<file path="src/rtl/joy_md_pkg.sv">
//------------------------------------------------------------------------------
// Module : joy_md_pkg
// Shared constants and FSM state type for the multi-port DB9 joystick reader.
// Revision: 1.0
//------------------------------------------------------------------------------
`default_nettype none

package joy_md_pkg;

    // Bit positions in the 12-bit active-low MXYZ SACB RLDU word
    localparam int JB_U = 0;
    localparam int JB_D = 1;
    localparam int JB_L = 2;
    localparam int JB_R = 3;
    localparam int JB_B = 4;
    localparam int JB_C = 5;
    localparam int JB_A = 6;
    localparam int JB_S = 7;
    localparam int JB_Z = 8;
    localparam int JB_Y = 9;
    localparam int JB_X = 10;
    localparam int JB_M = 11;

    // Bit positions in the 6-bit raw pad input {C, B, R, L, D, U}
    localparam int JI_U = 0;
    localparam int JI_D = 1;
    localparam int JI_L = 2;
    localparam int JI_R = 3;
    localparam int JI_B = 4;
    localparam int JI_C = 5;

`ifdef JOY_SIXBTN_EN
    localparam int NUM_PHASES = 8;
`else
    localparam int NUM_PHASES = 4;
`endif

    typedef enum logic [0:0] {
        ST_IDLE  = 1'b0,
        ST_PHASE = 1'b1
    } joy_state_t;

endpackage

`default_nettype wire

</file>
<file path="src/rtl/joy_md_port.sv">
//------------------------------------------------------------------------------
// Module : joy_md_port
// Per-port synchroniser, shadow capture and MD/6-button detection.
// 6-button capture is present only when JOY_SIXBTN_EN is defined.
// Revision: 1.0
//------------------------------------------------------------------------------
`default_nettype none

module joy_md_port
    import joy_md_pkg::*;
(
    input  logic        clk,
    input  logic        reset,
    input  logic [5:0]  i_joy,
    input  logic [2:0]  i_phase,
    input  logic        i_sample,
    input  logic        i_commit,
    output logic [11:0] o_word,
    output logic        o_md,
    output logic        o_six
);

    logic [5:0]  r_meta;
    logic [5:0]  r_sync;
    logic [5:0]  r_sh_base;
    logic        r_sh_a;
    logic        r_sh_s;
    logic        r_sh_md;
    logic [11:0] r_word;
    logic        r_md;
    logic        r_six;
    logic        w_md_det;
    logic [3:0]  w_ext;
    logic        w_six;

`ifdef JOY_SIXBTN_EN
    logic        r_sh_six;
    logic [3:0]  r_sh_ext;
    assign w_ext = r_sh_ext;
    assign w_six = r_sh_six;
`else
    assign w_ext = 4'hF;
    assign w_six = 1'b0;
`endif

    // An MD pad pulls L and R low while select is low
    assign w_md_det = ~r_sync[JI_L] & ~r_sync[JI_R];

    always_ff @(posedge clk) begin
        if (reset) begin
            r_meta    <= 6'h3F;
            r_sync    <= 6'h3F;
            r_sh_base <= 6'h3F;
            r_sh_a    <= 1'b1;
            r_sh_s    <= 1'b1;
            r_sh_md   <= 1'b0;
            r_word    <= 12'hFFF;
            r_md      <= 1'b0;
            r_six     <= 1'b0;
`ifdef JOY_SIXBTN_EN
            r_sh_six  <= 1'b0;
            r_sh_ext  <= 4'hF;
`endif
        end else begin
            r_meta <= i_joy;
            r_sync <= r_meta;
            if (i_sample) begin
                case (i_phase)
                    3'd0: r_sh_base <= r_sync;
                    3'd1: begin
                        r_sh_md <= w_md_det;
                        r_sh_a  <= w_md_det ? r_sync[JI_B] : 1'b1;
                        r_sh_s  <= w_md_det ? r_sync[JI_C] : 1'b1;
                    end
`ifdef JOY_SIXBTN_EN
                    3'd5: r_sh_six <= r_sh_md & (r_sync[3:0] == 4'b0000);
                    // Extra buttons arrive on the direction lines: R=M, L=X, D=Y, U=Z
                    3'd6: r_sh_ext <= r_sh_six ? {r_sync[JI_R], r_sync[JI_L],
                                                  r_sync[JI_D], r_sync[JI_U]} : 4'hF;
`endif
                    default: ;
                endcase
            end
            if (i_commit) begin
                r_word <= {w_ext, r_sh_s, r_sh_a, r_sh_base};
                r_md   <= r_sh_md;
                r_six  <= w_six;
            end
        end
    end

    assign o_word = r_word;
    assign o_md   = r_md;
    assign o_six  = r_six;

endmodule

`default_nettype wire

</file>
<file path="src/rtl/joy_md_multi.sv">
//------------------------------------------------------------------------------
// Module : joy_md_multi
// Multi-port DB9 joystick reader: shared select sequencer plus one decoder per
// port. Define JOY_SIXBTN_EN for the 8-phase 6-button sequence.
// Revision: 1.0
//------------------------------------------------------------------------------
`default_nettype none

module joy_md_multi
    import joy_md_pkg::*;
#(
    parameter int NUM_PORTS   = 2,
    parameter int STEP_CYCLES = 70,
    parameter int POLL_CYCLES = 14000
) (
    input  logic                    clk,
    input  logic                    reset,
    input  logic [6*NUM_PORTS-1:0]  joy_i,
    output logic                    joy_sel,
    output logic [12*NUM_PORTS-1:0] joy_o,
    output logic [NUM_PORTS-1:0]    sixbtn,
    output logic [NUM_PORTS-1:0]    mdpad,
    output logic                    frame_done
);

    localparam int MAX_CYC = (STEP_CYCLES > POLL_CYCLES) ? STEP_CYCLES : POLL_CYCLES;
    localparam int CW      = $clog2(MAX_CYC);

    localparam logic [CW-1:0] C_ONE       = CW'(1);
    localparam logic [CW-1:0] C_STEP_LOAD = CW'(STEP_CYCLES - 1);
    localparam logic [CW-1:0] C_POLL_LOAD = CW'(POLL_CYCLES - 1);
    localparam logic [2:0]    C_LAST_PH   = 3'(NUM_PHASES - 1);

    joy_state_t    r_state, w_state_nx;
    logic [2:0]    r_phase, w_phase_nx;
    logic [CW-1:0] r_cnt,   w_cnt_nx;
    logic          r_sel,   w_sel_nx;
    logic          r_frame_done;
    logic          w_strobe;
    logic          w_commit;

    always_ff @(posedge clk) begin
        if (reset) begin
            r_state      <= ST_IDLE;
            r_phase      <= 3'd0;
            r_cnt        <= '0;
            r_sel        <= 1'b1;
            r_frame_done <= 1'b0;
        end else begin
            r_state      <= w_state_nx;
            r_phase      <= w_phase_nx;
            r_cnt        <= w_cnt_nx;
            r_sel        <= w_sel_nx;
            r_frame_done <= w_commit;
        end
    end

    // Count 0 marks the first cycle of a state and triggers the reload;
    // the state then ends on the cycle where the count reaches 1.
    always_comb begin
        w_state_nx = r_state;
        w_phase_nx = r_phase;
        w_cnt_nx   = r_cnt;
        w_sel_nx   = r_sel;
        w_strobe   = 1'b0;
        w_commit   = 1'b0;
        if (r_cnt == '0) begin
            w_cnt_nx = (r_state == ST_IDLE) ? C_POLL_LOAD : C_STEP_LOAD;
        end else if (r_cnt != C_ONE) begin
            w_cnt_nx = r_cnt - C_ONE;
        end else begin
            w_cnt_nx = '0;
            if (r_state == ST_IDLE) begin
                w_state_nx = ST_PHASE;
                w_phase_nx = 3'd0;
                w_sel_nx   = 1'b1;
            end else begin
                w_strobe = 1'b1;
                if (r_phase == C_LAST_PH) begin
                    w_commit   = 1'b1;
                    w_state_nx = ST_IDLE;
                    w_phase_nx = 3'd0;
                    w_sel_nx   = 1'b1;
                end else begin
                    w_phase_nx = r_phase + 3'd1;
                    // Next phase is even (select high) when the current one is odd
                    w_sel_nx   = r_phase[0];
                end
            end
        end
    end

    for (genvar p = 0; p < NUM_PORTS; p++) begin : g_port
        joy_md_port u_port (
            .clk      (clk),
            .reset    (reset),
            .i_joy    (joy_i[6*p +: 6]),
            .i_phase  (r_phase),
            .i_sample (w_strobe),
            .i_commit (w_commit),
            .o_word   (joy_o[12*p +: 12]),
            .o_md     (mdpad[p]),
            .o_six    (sixbtn[p])
        );
    end

    assign joy_sel    = r_sel;
    assign frame_done = r_frame_done;

endmodule

`default_nettype wire

</file>
<file path="config.mk">
export PLATFORM = sky130hd
export DESIGN_NAME = joy_md_multi
export DESIGN_NICKNAME = d
export VERILOG_FILES = /design/src/rtl/joy_md_pkg.sv /design/src/rtl/joy_md_port.sv /design/src/rtl/joy_md_multi.sv
export SDC_FILE = /design/constraint.sdc
export NUM_CORES = 1
export LEC_CHECK = 0
export CAP_MARGIN = 15
export CORE_ASPECT_RATIO = 1.1
export CORE_UTILIZATION = 40
export CTS_CLUSTER_DIAMETER = 60
export DETAILED_ROUTE_END_ITERATION = 16
export PLACE_DENSITY = 0.59
export SLEW_MARGIN = 20
export SYNTH_ARGS = -nofsm -noshare
export SYNTH_HDL_FRONTEND = slang
export SYNTH_HIERARCHICAL = 1
export SYNTH_SLANG_ARGS = --single-unit
</file>
<file path="constraint.sdc">
create_clock -name clk -period 6.3 [get_ports clk]
set_clock_uncertainty 0.05 [all_clocks]
set_input_delay 1.26 -clock clk [delete_from_list [all_inputs] [get_ports clk]]
set_output_delay 1.26 -clock clk [all_outputs]
set_load 0.02 [all_outputs]
</file>
== After elaboration in Yosys (flattened, before gate mapping) ==
Index checks and enable logic that the tools add are counted.
Operators by class
  add/sub/neg operators: 2
  eq/ne operators: 3
  multiplexer cells: 20
  bitwise operators: 8
  reduce and logical (&&, ||, !) cells: 5
Operators with widths (count)
  $mux W14: 3
  $mux W1: 15
  $logic_not A14 Y1: 1
  $ne A14 B1 Y1 const B: 1
  $sub A14 B1 Y14 const B: 1
  $mux W3: 2
  $not A1 Y1: 6
  $reduce_and A2 Y1: 3
  $add A3 B1 Y3 const B: 1
  $eq A3 B1 Y1 const B: 1
  $eq A3 B2 Y1 const B: 1
  $logic_not A3 Y1: 1
  $and A1 B1 Y1: 2
Storage, ports and cells
  flip-flop bits (word level): 80

== Longest topological paths before layout ==
Gate-level depths: netlist of run 1.
  depth after elaboration: 5
  mapped depth: 9
  depth with buffers taken out: 8

== Modules after synthesis ==
The synthesis of run 1 kept the hierarchy.
Modules (own cells, without submodules)
  joy_md_port: times used 2, cells an instance 101, area each 1081.0 um^2
  joy_md_multi: times used 1, cells an instance 111, area each 1032.2 um^2

== Least setup slack after synthesis of run 1 ==
No wires, ideal clock.
  path kind: flip-flop to flip-flop
  from: reg r_cnt[7]
  to: reg g_port[0].u_port.r_word[6]
  setup time: 0.120 ns
  arrival: 2.453 ns
  setup slack: 3.678 ns
  stages on the path, launching flop included: 9
  path buffers: 2
  path through: dfxtp_1 > or4_4 > buf_6 > nor4_1 > nand2_1 > nor2_1 > buf_2 > nor2b_1 > a211o_1
On the way
  word-level cells in the longest chain between the ends: 3
  elaborated cells between the ends (all ways): 4
  classes of those cells: 1 x eq/ne; 2 x mux; 1 x reduce/logical
Ends and longest elaborated chain
  start: declaration: line joy_md_multi.sv:36  | logic [CW-1:0] r_cnt, w_cnt_nx;
  start signal: assignment: line joy_md_multi.sv:52  | r_cnt <= w_cnt_nx;
  $ne A14 B1 Y1: line joy_md_multi.sv:69  | end else if (r_cnt != C_ONE) begin
  $mux W1: line joy_md_multi.sv:69
  $mux W1 *: line joy_md_multi.sv:67  | if (r_cnt == '0) begin
  via w_commit: line joy_md_multi.sv:40  | logic w_commit;
  end signal: assignment: line joy_md_port.sv:85  | r_word <= {w_ext, r_sh_s, r_sh_a, r_sh_base};
  end: declaration: line joy_md_port.sv:29  | logic [11:0] r_word;
The timed path passes the listed nets; every way through them passes the cells marked *.
A chain may end at the register's enable or synchronous reset.

== Worst setup path after layout of run 1 ==
  from: reg r_cnt[3]
  to: reg g_port[0].u_port.r_word[5]
The elaborated chain is that of the path after synthesis.

==> results.txt, run 1 <==
Status - finished clean
Worst-Skew Late Latency - 0.35 ns
Post-route cell area - 0.00373 mm^2
Type of origin of the critical path - register
Minimum clock period - 2.80 ns
CTS resizes - 0
Crit-path cells - or4_1 > nor4_1 > nand2_1 > nor2_2 > buf_4 > nor2b_1 > a211o_1
RSZ-0062 raised after global routing - false
Final core utilization - 49.1%
DR top layer - met4
Tcrit/Tclk final - 44.4%
Row Count - 33
Synthesized area - 0.00319 mm^2
Synth top area share - 50.1%
Final hold vios - 0
Clock Sinks - 80
H-tree levels - 3
Ys Warns - 6
Worst-margin pin slew - 0.618 ns
Worst min-delay path endpoint - g_port[0].u_port/r_sync[4]$_SDFF_PP1_
Core area - 0.00760 mm^2
Critical path data required time - 6.49 ns
Met2 WL post-DR - 2420 um
DRT met1 WL - 2490 um
Vias - 2,119
Setup TNS - 0 ns
Port bufs - 33
Hold Crit Start - g_port[0].u_port/r_meta[4]$_SDFF_PP1_
Die area - 0.00835 mm^2
CP Capture Type - register
Top post-synthesis cells by area - dfxtp_1 50%, mux2i_1 5.6%, or2_2 4.7%, nor2_1 4.5%, a211o_1 4.4%
Nets - 358
Post-synthesis cell count - 313
CP max stage cell - or4_1
Final setup violation count - 0
CP Max Fanout - 20
Number of synthesized flops with an enable pin - 0
HP Class - reg2reg
Drt pass-1 iters - 4
Synth Area per Inst - 10.2 um^2
Hold path cells - 1
Crit-path max cell delay - 0.67 ns
Die H - 95.7 um
Post-CTS Setup Inserts - 0
WS Path Type - reg2reg
Largest area contributor in the netlist - dfxtp_1
PD cells - 338 mW/mm^2
Antenna Nets Post-Route - 0
Met3 wire len - 202 um
Buf/Inv on CP - 1
Clock Tree Root - clkbuf_8
Die W - 87.2 um
GRT Total Usage - 14.6%
DP HPWL - 3530 um
Max clock buf depth - 2
Worst VDD drop - 0.166 mV
CTS Buf Count - 9
Most common cell after layout, fill and taps aside - dfxtp_1
Vias per cell - 4.71
Layout cells sized above 1 - 16.8%
Grt total ovfl - 0
Area grow syn2layout - 16.8%
Global-route wire length before repair - 9450 um
Hold-fix buffers at CTS - 0
Slew Viols, Final - 0
Vias in the first global route - 2,110
R2R Path Start - r_cnt[3]$_SDFF_PP0_
Leading register cell type out of synthesis - dfxtp_1
Initial Util - 42.0%
Ys async rst share - 0%
Commonest non-fill, non-tap cells in the layout - 80 x dfxtp_1, 37 x nor2_1, 32 x clkdlybuf4s50_1, 24 x or2_2
Initial antenna violation count - 0
Worst reg-to-reg setup slack - 3.50 ns
Final WL - 5180 um
Pin count of the biggest net entering global routing - 55
Overall Power - 0.00126 W
Post-synthesis sequential area ratio - 50.1%
Antenna diode instance count - 0
Max Fclk - 0.358 GHz
Top-level I/O count - 44
#FFs+latches synth - 80
Max transition margin - 58.7%
Placed cell area - 0.00353 mm^2
CTS tree - yes
Reg2Reg Depth - 7
R2r endpoint - g_port[0].u_port/o_word[5]$_SDFFE_PP1P_
Clock Pin Slew Worst Setup and Hold Paths - 0.08 ns
Post-route DRC - 0
CP Data Arrival Time - 2.99 ns
Drt wl/cell - 11.5 um
Placer Congestion - 0.736
LEAKAGE - 1.34 nW
Initial drt markers - 127
Yosys cell types - 44
CP top delay family - simple AND/OR/NAND/NOR gates
Max Cap Viol - 0
[final cells by class]
| type | instances | area (um^2) |
|---|---|---|
| fillers | 729 | 3860 |
| flip-flops and latches | 80 | 1600 |
| multi-input cells | 209 | 1440 |
| repair buffers | 35 | 340 |
| well taps | 105 | 131 |
| clock buffers | 9 | 124 |
| clock inverters | 7 | 78.8 |
| inverters | 5 | 18.8 |
[synth_stat cells (all sizes together) (5+ instances only)]
cell / number
buf: 19
mux2i: 18
clkbuf: 6
nor4: 10
xnor2: 7
nor2: 38
o21ai: 8
or2: 24
dfxtp: 80
nand2: 6
nor3: 9
a211o: 16
or4: 6
nor2b: 18
inv: 5
[worst max path at each step]
stage	from	to	slack (ns)	cells after the start
2_1_floorplan	r_cnt[7]$_SDFF_PP0_	g_port[0].u_port/o_word[6]$_SDFFE_PP1P_	3.68	8
3_5_place_dp	reset	g_port[0].u_port/r_sh_md$_SDFFE_PP0P_	3.47	4
5_1_grt	r_cnt[3]$_SDFF_PP0_	g_port[0].u_port/o_word[5]$_SDFFE_PP1P_	3.26	7
6_report	r_cnt[3]$_SDFF_PP0_	g_port[0].u_port/o_word[5]$_SDFFE_PP1P_	3.50	7
3_3_place_gp	reset	g_port[0].u_port/r_sh_md$_SDFFE_PP0P_	3.46	4
4_1_cts	r_cnt[3]$_SDFF_PP0_	g_port[0].u_port/o_word[2]$_SDFFE_PP1P_	3.50	7
[per-stage QoR]
stage | worst slack [ns] | std cells | hold slack [ns]
CTS | 3.50 | 450 | 0.366
global route | 3.26 | 450 | 0.379
finish | 3.50 | 450 | 0.363
global placement | 3.46 | 434 | 0.342
floorplan | 3.68 | 319 | 0.339
detailed placement | 3.47 | 434 | 0.343
[worst register-to-register path, cell delays in order (launching register included)]
cell	delay, ns
dfxtp_1	0.38
or4_1	0.68
nor4_1	0.32
nand2_1	0.14
nor2_2	0.47
buf_4	0.35
nor2b_1	0.08
a211o_1	0.22
[sequential cells by signal (all words and copies together) (netlist names)]
signal / flops
frame_done: 1
g_port.u_port/r_sh_a: 2
r_cnt: 14
r_state: 1
r_phase: 3
joy_sel: 1
g_port.u_port/r_sh_md: 2
g_port.u_port/r_sh_base: 12
g_port.u_port/o_word: 16
g_port.u_port/r_sh_s: 2
g_port.u_port/r_meta: 12
g_port.u_port/r_sync: 12
g_port.u_port/o_md: 2
[logic make-up (layout without fill, tap and decap cells)]
kind of cell	count (synthesis)	count (layout)	share of synthesized area (%)
simple gates	130	130	24.4
flops	80	80	50.1
compound gates	34	34	8.38
buf+inv	30	56	5.64
mux	20	20	6.35
xor+xnor	11	11	3.02
fa+ha+maj	4	4	1.57
other cells	4	10	0.470
[layer usage]
metal  GRT usage [%]  vias to the layer above
met3            4.89                        5
li1                -                     1101
met4            5.33                        0
met2            24.0                       38
met1            17.9                      975
met5               0                        -
[where the power goes]
group | total [W] | switching (W) | internal, W
logic | 0.000295 | 0.000166 | 0.000129
clock network | 0.000381 | 0.000194 | 0.000188
registers | 0.000587 | 0.0000390 | 0.000548
(Power assumes the default switching activity.)
==> run 2, diff against run 1 <==
==> constraint.sdc (replaced) <==
create_clock -name clk -period 2.8 [get_ports clk]
set_clock_uncertainty 0.05 [all_clocks]
set_input_delay 0.56 -clock clk [delete_from_list [all_inputs] [get_ports clk]]
set_output_delay 0.56 -clock clk [all_outputs]
set_load 0.02 [all_outputs]
==> run 2 against run 1 <==
Net effect: total power is 120% higher; worst setup slack worse by 3.2 ns; sequential power increased by 120%; non-clock buffer count grew 1; utilization rose by 0.12 points; wire length is 4.0% higher; critical endpoint is now g_port[1].u_port/r_sh_base[0]$_SDFFE_PP1P_; critical path type unchanged.
==> results.txt, run 2 (synthesized netlist as in run 1, its figures left out) <==
CTS resizes - 0 (unchanged)
HP Class - reg2reg
Most common cell after layout, fill and taps aside - dfxtp_1
Tcrit/Tclk final - 89.4% (+45 points)
R2r endpoint - g_port[1].u_port/r_sh_base[0]$_SDFFE_PP1P_
Setup TNS - 0 ns (unchanged)
Global-route wire length before repair - 9120 um (-3.4%)
Final core utilization - 49.2% (+0.12 points)
RSZ-0062 raised after global routing - false
Final hold vios - 0 (unchanged)
Initial drt markers - 96 (-24%)
Top-level I/O count - 44 (unchanged)
Core area - 0.00760 mm^2 (unchanged)
WS Path Type - reg2reg
CP max stage cell - or4_1
H-tree levels - 3 (unchanged)
R2R Path Start - r_cnt[4]$_SDFF_PP0_
Clock Sinks - 80 (unchanged)
Crit-path max cell delay - 0.69 ns (+0.02 ns)
Reg2Reg Depth - 6 (-1)
Max transition margin - 61.3% (+2.7 points)
Initial antenna violation count - 0 (unchanged)
Crit-path cells - or4_1 > nor4_1 > nand2_1 > inv_1 > nor4b_4 > mux2i_1
Crit path depth - 6 (-1)
Row Count - 33 (unchanged)
CTS Buf Count - 9 (unchanged)
Die area - 0.00835 mm^2 (unchanged)
Worst VDD drop - 0.286 mV (+72%)
Drt wl/cell - 11.9 um (+3.7%)
Initial Util - 42.0% (unchanged)
Final setup violation count - 0 (unchanged)
Antenna Nets Post-Route - 0 (unchanged)
Clock Tree Root - clkbuf_8
Critical path data required time - 3.02 ns (-3.47 ns)
Worst reg-to-reg setup slack - 0.30 ns (-3.21 ns)
Final std cells w/o fill - 451 (+0.22%)
Type of origin of the critical path - register
DP HPWL - 3480 um (-1.5%)
LEAKAGE - 1.34 nW (+0.15%)
Vias in the first global route - 1,965 (-6.9%)
Status - finished clean
Max Fclk - 0.399 GHz (+12%)
Worst-Skew Late Latency - 0.35 ns (about the same)
Port bufs - 33 (unchanged)
Worst-margin pin slew - 0.578 ns (-0.0398 ns)
Post-route cell area - 0.00374 mm^2 (+0.23%)
Layout cells sized above 1 - 16.8% (-0.049 points)
Final WL - 5380 um (+4.0%)
CP Capture Type - register
Fill count - 737 (+1.1%)
Die H - 95.7 um (unchanged)
Die W - 87.2 um (unchanged)
Buf/Inv on CP - 1 (unchanged)
Placer Congestion - 0.765 (+4.0%)
Hold-fix buffers at CTS - 0 (unchanged)
Nets - 359 (+0.28%)
Crit path launch - r_cnt[4]$_SDFF_PP0_
Grt total ovfl - 0 (unchanged)
Hold path cells - 1 (unchanged)
CP Max Fanout - 6 (-70%)
Antenna diode instance count - 0 (unchanged)
Max FFs per register - 16 (unchanged)
Post-CTS Setup Inserts - 0 (unchanged)
Post-route DRC - 0 (unchanged)
Commonest non-fill, non-tap cells in the layout - 80 x dfxtp_1, 37 x nor2_1, 32 x clkdlybuf4s50_1, 24 x or2_2
CP top delay family - simple AND/OR/NAND/NOR gates
GRT Total Usage - 14.3% (-0.31 points)
Drt pass-1 iters - 4 (unchanged)
Minimum clock period - 2.50 ns (-0.291 ns)
Max Cap Viol - 0 (unchanged)
Vias - 2,120 (+0.047%)
Area grow syn2layout - 17.1%
Pin count of the biggest net entering global routing - 88 (+60%)
Placed Instances - 435 (+0.23%)
PD cells - 744 mW/mm^2 (+120%)
CP Data Arrival Time - 2.73 ns (-0.26 ns)
Vias per cell - 4.70 (-0.17%)
Placed cell area - 0.00356 mm^2 (+0.92%)
Overall Power - 0.00278 W (+120%)
CTS tree - yes
Clock Pin Slew Worst Setup and Hold Paths - 0.09 ns (about the same)
Critical path endpoint - g_port[1].u_port/r_sh_base[0]$_SDFFE_PP1P_
Slew Viols, Final - 0 (unchanged)
Max clock buf depth - 2 (unchanged)
[run 2: cell types whose count changed in the layout (fill, tap and decap cells not counted), sizes merged]
cell      change
clkinvlp      -1
clkinv        +1
buf           +1
clkbuf        +1
bufinv        -1
[run 2: worst min-delay path by stage]
stage	start	endpoint
3_3_place_gp	g_port[1].u_port/r_meta[2]$_SDFF_PP1_	g_port[1].u_port/r_sync[2]$_SDFF_PP1_
3_5_place_dp	g_port[1].u_port/r_meta[2]$_SDFF_PP1_	g_port[1].u_port/r_sync[2]$_SDFF_PP1_
4_1_cts	g_port[0].u_port/r_meta[4]$_SDFF_PP1_	g_port[0].u_port/r_sync[4]$_SDFF_PP1_
5_1_grt	g_port[1].u_port/r_meta[3]$_SDFF_PP1_	g_port[1].u_port/r_sync[3]$_SDFF_PP1_
2_1_floorplan	g_port[0].u_port/r_meta[1]$_SDFF_PP1_	g_port[0].u_port/r_sync[1]$_SDFF_PP1_
6_report	g_port[1].u_port/r_meta[2]$_SDFF_PP1_	g_port[1].u_port/r_sync[2]$_SDFF_PP1_
[run 2: layout make-up]
cell class                      instances  area (um^2)  area share (%)
Sequential cell                        80         1600            42.8
Clock inverter                          6         51.3            1.37
Clock buffer                           10          128            3.41
Multi-Input combinational cell        209         1440            38.4
Tap cell                              105          131            3.51
Timing Repair Buffer                   36          373            9.97
Inverter                                5         18.8           0.502
[run 2: routing by layer]
metal,up-vias,global-route usage (%),part of all wire (%)
met2,42,23.2,47
met1,964,17.8,47
met3,7,5.15,4.0
met5,-,0,0
li1,1107,-,-
met4,0,4.92,1.3
[run 2: worst reg2reg max path, cell delays in order (launching register included)]
cell and delay (ns):
dfxtp_1 0.36, or4_1 0.69, nor4_1 0.34, nand2_1 0.15, inv_1 0.13, nor4b_4 0.48
mux2i_1 0.26
[run 2: where the power goes]
group	internal (W)	leakage, nW	switching (W)	total (W)
Sequential	0.00123	0.654	0.0000864	0.00132
Combinational	0.000310	0.597	0.000387	0.000697
Clock	0.000335	0.0879	0.000434	0.000769
[run 2: through the flow]
| step | hold slack, ns | setup slack [ns] |
|---|---|---|
| floorplan | 0.339 | 0.178 |
| global placement | 0.343 | 0.369 |
| detailed placement | 0.343 | 0.328 |
| CTS | 0.366 | 0.302 |
| global route | 0.378 | 0.00107 |
| finish | 0.364 | 0.296 |
